$ cat config.mk
export PLATFORM = sky130hd
export DESIGN_NAME = rom_reader_flat
export DESIGN_NICKNAME = d
export VERILOG_FILES = /design/src/rtl/rom_reader_if.sv /design/src/rtl/rom_reader.sv /design/src/flat_wrapper.sv
export SDC_FILE = /design/constraint.sdc
export NUM_CORES = 1
export LEC_CHECK = 0
export CORE_ASPECT_RATIO = 1.1
export CORE_MARGIN = 5
export CORE_UTILIZATION = 45
export CTS_CLUSTER_SIZE = 24
export DETAILED_ROUTE_END_ITERATION = 8
export PLACE_DENSITY = 0.73
export SYNTH_ARGS = -nofsm -noshare
export SYNTH_HDL_FRONTEND = slang
export SYNTH_SLANG_ARGS = --single-unit
$ cat constraint.sdc
create_clock -name clk -period 3.45 [get_ports clk]
set_input_delay 0.69 -clock clk [delete_from_list [all_inputs] [get_ports clk]]
set_output_delay 0.69 -clock clk [all_outputs]
set_load 0.03 [all_outputs]
$ cat src/rtl/rom_reader_if.sv
// rom_reader_if: output word stream of the ROM burst reader.
// master drives valid/data/last and samples ready; slave is the consumer.
interface rom_reader_if #(
  parameter int WORDSIZE = 16
) ();
  logic                out_valid;
  logic [WORDSIZE-1:0] out_data;
  logic                out_last;
  logic                out_ready;

  modport master (
    output out_valid,
    output out_data,
    output out_last,
    input  out_ready
  );

  modport slave (
    input  out_valid,
    input  out_data,
    input  out_last,
    output out_ready
  );
endinterface

$ cat src/rtl/rom_reader.sv
// rom_reader: burst fetch controller in front of a 1-cycle-latency ROM.
// Ports: clk, rst (sync, active-high); start/base_addr/len request a burst;
//   busy/done report status; rom_cs/rom_addr/rom_data talk to the ROM;
//   strm (rom_reader_if.master) streams words with valid/ready/last;
//   checksum is the running word sum when ROM_READER_CHECKSUM_EN is
//   defined, otherwise tied to 0.
module rom_reader #(
  parameter int WORDSIZE = 16,
  parameter int ADDRSIZE = 5,
  parameter int NUMADDR  = 32
) (
  input  logic                clk,
  input  logic                rst,
  input  logic                start,
  input  logic [ADDRSIZE-1:0] base_addr,
  input  logic [ADDRSIZE:0]   len,
  output logic                busy,
  output logic                done,
  output logic                rom_cs,
  output logic [ADDRSIZE-1:0] rom_addr,
  input  logic [WORDSIZE-1:0] rom_data,
  rom_reader_if.master        strm,
  output logic [WORDSIZE-1:0] checksum
);

  localparam logic [ADDRSIZE:0]   L_MAX = (ADDRSIZE+1)'(NUMADDR);
  localparam logic [ADDRSIZE-1:0] L_TOP = ADDRSIZE'(NUMADDR-1);

  typedef enum logic [1:0] {
    S_IDLE,
    S_FETCH,
    S_DRAIN,
    S_DONE
  } state_t;

  state_t              r_state;
  logic [ADDRSIZE:0]   r_len;
  logic [ADDRSIZE:0]   r_icnt;
  logic [ADDRSIZE:0]   r_dcnt;
  logic [ADDRSIZE-1:0] r_addr;
  logic                r_cs;
  logic                r_inflight;
  logic [WORDSIZE-1:0] r_mem [0:1];
  logic                r_rd;
  logic                r_wr;
  logic [1:0]          r_count;

  logic                w_valid;
  logic                w_pop;
  logic [2:0]          w_occ;
  logic                w_issue;
  logic                w_last_issue;
  logic                w_last_pop;
  logic [ADDRSIZE:0]   w_len;
  logic [ADDRSIZE-1:0] w_addr_nx;
  logic [WORDSIZE-1:0] w_head;

  assign w_valid = (r_count != 2'd0);
  assign w_pop   = w_valid & strm.out_ready;
  assign w_head  = r_mem[r_rd];

  // Slots already claimed once this cycle's pop is accounted for.
  assign w_occ = {1'b0, r_count}
               + {2'b0, r_inflight}
               - {2'b0, w_pop};

  assign w_issue      = (r_state == S_FETCH) && (w_occ < 3'd2);
  assign w_last_issue = w_issue && (r_icnt == r_len - 1'b1);
  assign w_last_pop   = w_pop && (r_dcnt == r_len - 1'b1);
  assign w_len        = (len > L_MAX) ? L_MAX : len;
  assign w_addr_nx    = (r_addr == L_TOP) ? '0 : r_addr + 1'b1;

  assign busy     = (r_state == S_FETCH) || (r_state == S_DRAIN);
  assign done     = (r_state == S_DONE);
  assign rom_cs   = r_cs;
  assign rom_addr = r_addr;

  assign strm.out_valid = w_valid;
  assign strm.out_data  = w_head;
  assign strm.out_last  = w_valid && (r_dcnt == r_len - 1'b1);

  always_ff @(posedge clk) begin
    if (rst) begin
      r_state    <= S_IDLE;
      r_len      <= '0;
      r_icnt     <= '0;
      r_dcnt     <= '0;
      r_addr     <= '0;
      r_cs       <= 1'b0;
      r_inflight <= 1'b0;
      r_mem[0]   <= '0;
      r_mem[1]   <= '0;
      r_rd       <= 1'b0;
      r_wr       <= 1'b0;
      r_count    <= '0;
    end else begin
      // rom_data belongs to the read issued last cycle.
      if (r_inflight) begin
        r_mem[r_wr] <= rom_data;
        r_wr        <= ~r_wr;
      end
      if (w_pop) begin
        r_rd   <= ~r_rd;
        r_dcnt <= r_dcnt + 1'b1;
      end
      r_count    <= r_count + {1'b0, r_inflight}
                            - {1'b0, w_pop};
      r_inflight <= w_issue;
      if (w_issue) begin
        r_addr <= w_addr_nx;
        r_icnt <= r_icnt + 1'b1;
      end

      unique case (r_state)
        S_IDLE: begin
          if (start) begin
            r_len  <= w_len;
            r_icnt <= '0;
            r_dcnt <= '0;
            r_addr <= base_addr;
            if (w_len == '0) begin
              r_state <= S_DONE;
            end else begin
              r_state <= S_FETCH;
              r_cs    <= 1'b1;
            end
          end
        end
        S_FETCH: begin
          if (w_last_issue) r_state <= S_DRAIN;
        end
        S_DRAIN: begin
          // Last read's data is captured at the end of the first
          // drain cycle, so chip select can drop here.
          r_cs <= 1'b0;
          if (w_last_pop) r_state <= S_DONE;
        end
        S_DONE: begin
          r_state <= S_IDLE;
        end
        default: r_state <= S_IDLE;
      endcase
    end
  end

`ifdef ROM_READER_CHECKSUM_EN
  logic [WORDSIZE-1:0] r_sum;

  always_ff @(posedge clk) begin
    if (rst) begin
      r_sum <= '0;
    end else if ((r_state == S_IDLE) && start) begin
      r_sum <= '0;
    end else if (w_pop) begin
      r_sum <= r_sum + w_head;
    end
  end

  assign checksum = r_sum;
`else
  assign checksum = '0;
`endif

endmodule

$ cat src/flat_wrapper.sv
// flat-port wrapper written by rule: the top's interface ports become plain ports
module rom_reader_flat 
#(
  parameter int WORDSIZE = 16,
  parameter int ADDRSIZE = 5,
  parameter int NUMADDR  = 32
)
  (clk, rst, start, base_addr, len, busy, done, rom_cs, rom_addr, rom_data, checksum, strm_out_valid, strm_out_data, strm_out_last, strm_out_ready);
  rom_reader_if #(.WORDSIZE(WORDSIZE)) strm_i ();
  input  logic clk;
  input  logic rst;
  input  logic start;
  input  logic [ADDRSIZE-1:0] base_addr;
  input  logic [ADDRSIZE:0] len;
  output logic busy;
  output logic done;
  output logic rom_cs;
  output logic [ADDRSIZE-1:0] rom_addr;
  input  logic [WORDSIZE-1:0] rom_data;
  output logic [WORDSIZE-1:0] checksum;
  output wire logic [$bits(strm_i.out_valid)-1:0] strm_out_valid;
  output wire logic [$bits(strm_i.out_data)-1:0] strm_out_data;
  output wire logic [$bits(strm_i.out_last)-1:0] strm_out_last;
  input wire logic [$bits(strm_i.out_ready)-1:0] strm_out_ready;
  assign strm_out_valid = strm_i.out_valid;
  assign strm_out_data = strm_i.out_data;
  assign strm_out_last = strm_i.out_last;
  assign strm_i.out_ready = strm_out_ready;
  rom_reader #(.WORDSIZE(WORDSIZE), .ADDRSIZE(ADDRSIZE), .NUMADDR(NUMADDR)) u_core (.clk(clk), .rst(rst), .start(start), .base_addr(base_addr), .len(len), .busy(busy), .done(done), .rom_cs(rom_cs), .rom_addr(rom_addr), .rom_data(rom_data), .strm(strm_i), .checksum(checksum));
endmodule
### Word level (Yosys, flattened, before mapping)

Memories as Yosys holds them, arrays and structs flattened. A register that Yosys moved wholly into a read port is not among the register bits.
Index checks and enable logic that the tools add are counted.

| word-level totals | value |
|---|---|
| register bits | 31 |
| memories | 1 |
| bits in writable memories | 32 |

Memories:

| name | words | width | rd ports | clocked after Yosys merged registers in | write ports | RTL line | RTL |
|---|---|---|---|---|---|---|---|
| u_core.r_mem | 2 | 16 | 1 | 1 | 2 | rom_reader.sv:43 | `logic [WORDSIZE-1:0] r_mem [0:1];` |

| cells by class | value |
|---|---|
| add/subtract/negate cells | 8 |
| $lt $le $gt $ge | 2 |
| muxes and demuxes | 29 |
| equality and inequality tests | 10 |
| reduce and logical (&&, ||, !) cells | 13 |
| bitwise logic cells | 3 |

Operators by type and width:

| operator | count |
|---|---|
| 6-bit 2-to-1 mux | 7 |
| 5-bit 2-to-1 mux | 4 |
| 16-bit 2-to-1 mux | 1 |
| 16-bit OR reduction | 1 |
| 6-bit by 1-bit adder with 6-bit output, second input constant | 2 |
| 6-bit equality test | 2 |
| 1-bit 2-to-1 mux | 11 |
| 2-bit 2-to-1 mux | 4 |
| 2-bit case mux with 4 select lines | 1 |
| 6-bit greater-than comparator, second input constant | 1 |
| 6-bit logical NOT | 1 |
| 3-bit AND reduction | 2 |
| 6-bit by 1-bit subtractor with 6-bit output, second input constant | 1 |
| 5-bit by 1-bit adder with 5-bit output, second input constant | 1 |
| 5-bit equality test, second input constant | 1 |
| 2-bit equality test, second input constant | 2 |
| 1-bit logical AND | 4 |
| 2-bit by 1-bit inequality test with 1-bit output, second input constant | 2 |
| 2-bit inequality test, second input constant | 2 |
| 2-bit nonzero test | 2 |
| 2-bit by 1-bit adder with 3-bit output | 1 |
| 3-bit by 2-bit less-than comparator with 1-bit output, second input constant | 1 |
| 3-bit by 1-bit subtractor with 3-bit output | 1 |
| 2-bit by 1-bit adder with 2-bit output | 1 |
| other kinds (8) | 9 |

### Depth between registers and ports, before layout

Gate-level depths: netlist of the first run.

| logic depth | value |
|---|---|
| word-level depth | 8 |
| depth in mapped cells | 13 |
| mapped depth without buffers | 12 |

### Worst setup path before layout of the first run

OpenSTA, ideal clock, no wires.

| path | value |
|---|---|
| kind | reg2reg |
| from | register u_core.r_count[1] |
| to | register u_core.r_state[0] |
| cell stages (with the launch flop) | 14 |
| setup time | 0.086 ns |
| data required time | 3.364 ns |
| slack | 0.607 ns |
| arrival time | 2.756 ns |
| buffers on the path | 1 |
| clock period less this slack | 2.843 ns |
| cells stage by stage | dfxtp_1 or2_1 nand2_1 xnor2_1 ha_1 inv_1 fa_1 xnor2_1 and3_1 buf_2 nand4_1 o31ai_4 nand3_1 a221oi_2 |

| between the ends | value |
|---|---|
| word-level cells in the longest chain between the ends | 8 |
| elaborated cells between the ends (all ways) | 11 |
| those cells by class | add/sub: 2; order compare: 1; eq/ne: 2; bitwise: 1; reduce/logical: 5 |

RTL lines:

| item | RTL line | RTL |
|---|---|---|
| from (decl) | rom_reader.sv:46 | `logic [1:0] r_count;` |
| from (signal assigned) | rom_reader.sv:106 | `r_count <= r_count + {1'b0, r_inflight}` |
| 2-bit nonzero test (*) | rom_reader.sv:58 | `assign w_valid = (r_count != 2'd0);` |
| net strm_out_valid | flat_wrapper.sv:21 | `output wire logic [$bits(strm_i.out_valid)-1:0] strm_out_valid;` |
| 1-bit bitwise AND (*) | rom_reader.sv:59 | `assign w_pop = w_valid & strm.out_ready;` |
| 3-bit by 1-bit subtractor with 3-bit output | rom_reader.sv:65 | `- {2'b0, w_pop};` |
| 3-bit by 2-bit less-than comparator with 1-bit output | rom_reader.sv:67 | `assign w_issue = (r_state == S_FETCH) && (w_occ < 3'd2);` |
| 1-bit logical AND | rom_reader.sv:67 |  |
| 1-bit logical AND | rom_reader.sv:68 | `assign w_last_issue = w_issue && (r_icnt == r_len - 1'b1);` |
| 2-bit by 1-bit inequality test with 1-bit output (no line) | -- |  |
| 3-bit AND reduction (no line) (*) | -- |  |
| to (signal assigned) | rom_reader.sv:84 | `r_state <= S_IDLE;` |
| to (signal assigned) | rom_reader.sv:122 | `r_state <= S_DONE;` |
| to (signal assigned) | rom_reader.sv:124 | `r_state <= S_FETCH;` |
| to (decl) | rom_reader.sv:36 | `state_t r_state;` |

Mark *: on every way through the listed nets, which the timed path passes. The rest lies on a longest branch.
A chain may end at the register's enable or synchronous reset.

### Worst setup path in the final report of the first run

| path | value |
|---|---|
| from | register u_core.r_len[0] |
| to | output strm_out_last |

| between the ends | value |
|---|---|
| word-level cells in the longest chain between the ends | 3 |

RTL lines:

| item | RTL line | RTL |
|---|---|---|
| from (decl) | rom_reader.sv:37 | `logic [ADDRSIZE:0] r_len;` |
| from (signal assigned) | rom_reader.sv:117 | `r_len <= w_len;` |
| 6-bit by 1-bit subtractor with 6-bit output | rom_reader.sv:80 | `assign strm.out_last = w_valid && (r_dcnt == r_len - 1'b1);` |
| 6-bit equality test | rom_reader.sv:80 |  |
| 1-bit logical AND | rom_reader.sv:80 |  |
| to (decl) | flat_wrapper.sv:23 | `output wire logic [$bits(strm_i.out_last)-1:0] strm_out_last;` |

No other way between the ends.

==> flow_summary.yaml, run 1 <==
outcome:
  outcome: "finished clean"
layout:
  layout-drive-gt1-share_pct: 12.22
  final_common_cell: "clkdlybuf4s50_1"
  most-common-layout-cells: "55 x clkdlybuf4s50_1, 34 x and2_1, 32 x dfxtp_1, 32 x edfxtp_1, 20 x nor2_1"
  area_growth_pct: 23.97
  antennaDiodeCount: 0
  layout.nets: 398
  final_cell_area_um2: 4051
  instances_no_fill: 445
timing:
  fin_worst_skew_ps: 10.80
  tightestPinTransition_ps: 752.2
  whs_ps: 504.3
  fin_ws_ps: 414.4
  slew_headroom_pct: 49.79
  rsz0062_at_grt: "false"
  fmax_mhz: 329.4
  setup_violations: 0
  post-route-min-period_ps: 3036
  fin_tns_setup_ps: 0
  slew_viol_final: 0
  finalCritPeriodShare_pct: 87.99
  hold_viol_final: 0
critical_path:
  end_kind: "output pin"
  cp_num_buf_inv: 2
  arrival_ps: 2350
  cp_max_fo: 5
  crit_chain: "inv_1 > ha_1 > xor2_2 > nand2_1 > nor4_2 > and3_2 > dlymetal6s2s_1"
  startpoint_type: "flop"
  slowest_stage: "dfxtp_1"
  cp-startpoint: "u_core.r_len[0]$_SDFFE_PP0P_"
  critPathKind: "flop to output pin"
  cpLargestDelayFamily: "simple AND/OR/NAND/NOR gates"
  critPathMaxStageDelay_ps: 470
  r2r_slack_ps: 670
  required_ps: 2760
  timing.rr.start: "u_core.r_count[1]$_SDFF_PP0_"
floorplanning:
  fp.dieArea_um2: 9069
  rows: 32
  initial_core_util_pct: 46.38
  ios: 73
  die_x_um: 91.26
  coreArea_um2: 7047
  dieHeight_um: 99.38
cts:
  cts_buffer_depth: 2
  clk_latency_ps: 350
  tritoncts: "done"
  clk_pin_slew_ps: 70
  htree_levels: 3
  cts_setup_buffers: 0
  cts.sinks: 64
  postCtsHoldBufs: 0
  root_buffer: "clkbuf_8"
  cts_buffers: 9
placement:
  hpwl_um: 4917
  dp_cells: 429
  gp_congestion: 0.8597
  postPlaceCellArea_um2: 3830
  pre_cts_ws_ps: 181.5
  portBuffers: 56
detailed_routing:
  vias_per_cell: 5.058
  first_pass_iters: 4
  drt-initial-drc-count: 76
  final_antenna_net_count: 0
  drt-total-wl_um: 6901
  drcViolationCount: 0
  wl_per_cell_um: 15.51
  num_vias: 2251
hold_path:
  hold_path_class: "flop to flop"
  worstHoldStart: "u_core.rom_cs$_SDFFE_PP0P_"
grt:
  antenna_found_initial: 0
  grt_max_degree: 20
  grt_pass1_vias: 2327
  grt_pass1_wl_um: 11050
  grt_usage_pct: 15.53
  grt_overflow: 0
yosys:
  yosys_warnings: 0
  syn_area_um2: 3268
  avgSynthCellArea_um2: 10.97
  ys.flop_type: "edfxtp_1"
  synth-edff-count: 32
  syn-instance-count: 298
  synth_cell_types: 47
  synth.ff_latch_count: 64
  synth-seq-area-share_pct: 49.00
  async_reset_ff_share_pct: 0
pwr:
  peakVddDrop_uv: 508.9
  power.density_nw_per_um2: 706.7
  leakage_nw: 1.570
flow_run:
  maxCapViolCount: 0
## cells by family after synthesis
| family | count (synthesis) | synth area share (%) |
|---|---|---|
| AO/OA/AOI/OAI | 32 | 7.159 |
| XOR/XNOR | 32 | 9.035 |
| adder cells (fa/ha/maj) | 12 | 4.824 |
| buffers and inverters | 36 | 6.431 |
| flip-flops | 64 | 49.00 |
| multiplexers | 19 | 6.432 |
| other | 1 | 0.1147 |
| AND/OR/NAND/NOR | 102 | 17.00 |
## registers in the layout, summed over array words and instances (netlist names), named ones only
register           flops
u_core.r_inflight      1
u_core.r_state         2
u_core.r_icnt          6
u_core.rom_addr        5
u_core.r_dcnt          6
u_core.r_wr            1
u_core.r_count         2
u_core.rom_cs          1
u_core.r_rd            1
u_core.r_len           6
u_core.r_mem          32
## path summary, 6_finish.rpt
check                              endpoint  cells after the start
max reg2reg  u_core.r_state[0]$_SDFFE_PP0P_                     12
min              u_core.rom_cs$_SDFFE_PP0P_                      2
min reg2reg      u_core.rom_cs$_SDFFE_PP0P_                      2
max                           strm_out_last                      7
## layer usage
metal | up-vias | wire, um | GRT usage (%)
li1 | 1103 | - | -
met1 | 1055 | 2936 | 18.00
met2 | 71 | 3351 | 25.64
met3 | 22 | 428 | 4.009
met4 | 0 | 185 | 9.481
met5 | - | 0 | 0
## power by group
part           internal (mW)  total, mW  switching (mW)
clock network          0.406      0.718           0.311
logic                  0.495       1.11           0.610
registers              0.926       1.04           0.114
## tightest hold or removal path: cells and delay by family, from the launching register on
kind / cells / cell delay, ps
flops: 1 / 340
simple gates: 1 / 70
compound gates: 1 / 60
## stage by stage
stage / power [mW] / util [%]
final: 2.863 / 57.49
after global routing: 3.016 / 57.49
after CTS: 2.887 / 57.46
after detailed placement: 2.165 / 54.35
after global placement: 2.145 / 54.35
after floorplan: 1.824 / -
## cell usage after synthesis (all sizes together) (2+ instances only)
library cell  count  share of area [%]
a22o              5                1.3
xnor2            20                5.6
o21ai            10                1.5
a21oi             8                1.2
nor3              5                1.1
clkbuf            5               0.57
ha               11                4.2
edfxtp           32                 29
or2               2               0.38
nand2            19                2.2
and2             34                6.5
nand3             6               0.92
mux2             16                5.5
xor2             12                3.4
mux2i             3               0.92
dfxtp            32                 20
nand4             5               0.96
buf              22                4.8
and3              5                1.0
inv               9                1.0
nor2             20                2.3
## cell type report
class	count	area [um^2]
clock buffers	9	123.9
well taps	85	106.4
multi-input cells	213	1513
fillers	617	2995
clock inverters	7	95.09
flip-flops and latches	64	1602
inverters	9	33.78
repair buffers	58	578.1
## what timing repair did
| item | CTS | global route |
|---|---|---|
| hold endpoints to repair | 0 | 0 |
| resized for setup | 0 | 1 |
| setup endpoints to repair | 0 | 1 |
Power figures use the tool's default switching activity.
==> run 2, diff against run 1 <==
==> constraint.sdc (replaced) <==
create_clock -name clk -period 3.45 [get_ports clk]
set_input_delay 0.345 -clock clk [delete_from_list [all_inputs] [get_ports clk]]
set_output_delay 0.345 -clock clk [all_outputs]
set_load 0.03 [all_outputs]
==> run 2 against run 1 <==
  * Total power is 3.2% lower
  * Critical path type unchanged
  * Worst setup slack worse by 76 ps
  * Register-to-register slack got worse by 30 ps
  * Core utilization decreased by 0.43 points
  * Non-clock buffer count did not move
==> flow_summary.yaml, run 2 (synthesis results as in run 1) <==
outcome:
  outcome: "finished clean"
grt:
  grt_pass1_vias: 2351
  grt_overflow: 0
  grt_usage_pct: 15.12
  grt_pass1_wl_um: 10960
  grt_max_degree: 20
  antenna_found_initial: 0
cts:
  cts_setup_buffers: 0
  clk_latency_ps: 330
  htree_levels: 3
  clk_pin_slew_ps: 70
  root_buffer: "clkbuf_8"
  tritoncts: "done"
  postCtsHoldBufs: 0
  cts_buffer_depth: 2
  cts.sinks: 64
  post_cts_resized: 0
  cts_buffers: 9
layout:
  layout-drive-gt1-share_pct: 11.67
  most-common-layout-cells: "56 x clkdlybuf4s50_1, 34 x and2_1, 32 x dfxtp_1, 32 x edfxtp_1, 20 x nor2_1"
  instances_no_fill: 445
  area_growth_pct: 23.05
  layout.nets: 398
  antennaDiodeCount: 0
  regMostFlops: "u_core.r_mem"
  final_common_cell: "clkdlybuf4s50_1"
  largest_reg_flops: 32
  fin_util_pct: 57.07
timing:
  setup_violations: 0
  fin_worst_skew_ps: 10.65
  post-route-min-period_ps: 3111
  rsz0062_at_grt: "false"
  tightestPinTransition_ps: 740.3
  fin_tns_setup_ps: 0
  fmax_mhz: 321.4
  hold_viol_final: 0
  finalCritPeriodShare_pct: 90.18
  slew_viol_final: 0
  slew_headroom_pct: 50.58
floorplanning:
  dieHeight_um: 99.38
  fp.dieArea_um2: 9069
  rows: 32
  initial_core_util_pct: 46.38
  die_x_um: 91.26
  ios: 73
  coreArea_um2: 7047
critical_path:
  cp_num_buf_inv: 2
  startpoint_type: "flop"
  cpLargestDelayFamily: "buffers and inverters"
  critPathMaxStageDelay_ps: 680
  end_kind: "output pin"
  slowest_stage: "clkdlybuf4s50_1"
  r2r_slack_ps: 640
  cp_max_fo: 5
  arrival_ps: 2770
  cp-startpoint: "u_core.r_len[0]$_SDFFE_PP0P_"
  crit_chain: "inv_1 > ha_1 > xor2_2 > nand2_1 > nor4_2 > and3_2 > clkdlybuf4s50_1"
  timing.rr.start: "u_core.r_count[1]$_SDFF_PP0_"
  required_ps: 3110
  critPathKind: "flop to output pin"
detailed_routing:
  drt-total-wl_um: 6577
  first_pass_iters: 4
  final_antenna_net_count: 0
  drt-initial-drc-count: 82
  num_vias: 2243
  vias_per_cell: 5.040
  wl_per_cell_um: 14.78
  drcViolationCount: 0
hold_path:
  hold_path_class: "flop to flop"
  worstHoldStart: "u_core.rom_cs$_SDFFE_PP0P_"
pwr:
  total_power_mw: 2.770
  peakVddDrop_uv: 372.9
  leakage_nw: 1.546
  power.density_nw_per_um2: 688.9
placement:
  dp_cells: 429
  hpwl_um: 4845
  gp_congestion: 0.7977
  portBuffers: 56
flow_run:
  maxCapViolCount: 0
run 2: power by group:
| group | switching [mW] | internal, mW |
|---|---|---|
| clock network | 0.275 | 0.350 |
| logic | 0.611 | 0.494 |
| registers | 0.113 | 0.927 |
run 2: worst reg2reg max path: stages (launching register included):
cell and delay [ps]:
dfxtp_1 350, or2_1 290, nand2_1 160, xnor2_1 140
ha_1 160, inv_1 50, fa_1 370, xnor2_1 170
and3_1 270, nand4_1 160, o31ai_4 220, nand3_1 130
a221oi_2 270
run 2: layout make-up:
type                       instances  area (um^2)
fill                             605         3025
sequential                        64         1602
multi-input combinational        213         1513
timing repair buffer              58        575.6
clock buffer                      12        145.1
tap                               85        106.4
clock inverter                     4        46.29
inverter                           9        33.78
run 2: final timing paths:
check / end / cells after the start
setup / recovery: strm_out_last / 7
hold / removal: u_core.rom_cs$_SDFFE_PP0P_ / 2
setup reg to reg: u_core.r_state[0]$_SDFFE_PP0P_ / 12
hold reg to reg: u_core.rom_cs$_SDFFE_PP0P_ / 2
run 2: metal layers:
metal	share of wire [%]	vias up	track usage, %
li1	-	1107	-
met1	42	1043	17.69
met2	49	79	25.47
met3	6.5	14	4.009
met4	2.3	0	7.675
met5	0	-	0
run 2: per-stage QoR:
stage / setup WS (ps) / hold WS (ps) / instance area (um^2)
3_5_place_dp: 489.2 / 486.9 / 3830
3_3_place_gp: 538.8 / 480.5 / 3830
2_1_floorplan: 607.3 / 416.6 / 3324
5_1_grt: 170.3 / 521.6 / 4021
6_report: 338.9 / 495.1 / 4021
4_1_cts: 311.4 / 504.5 / 4021
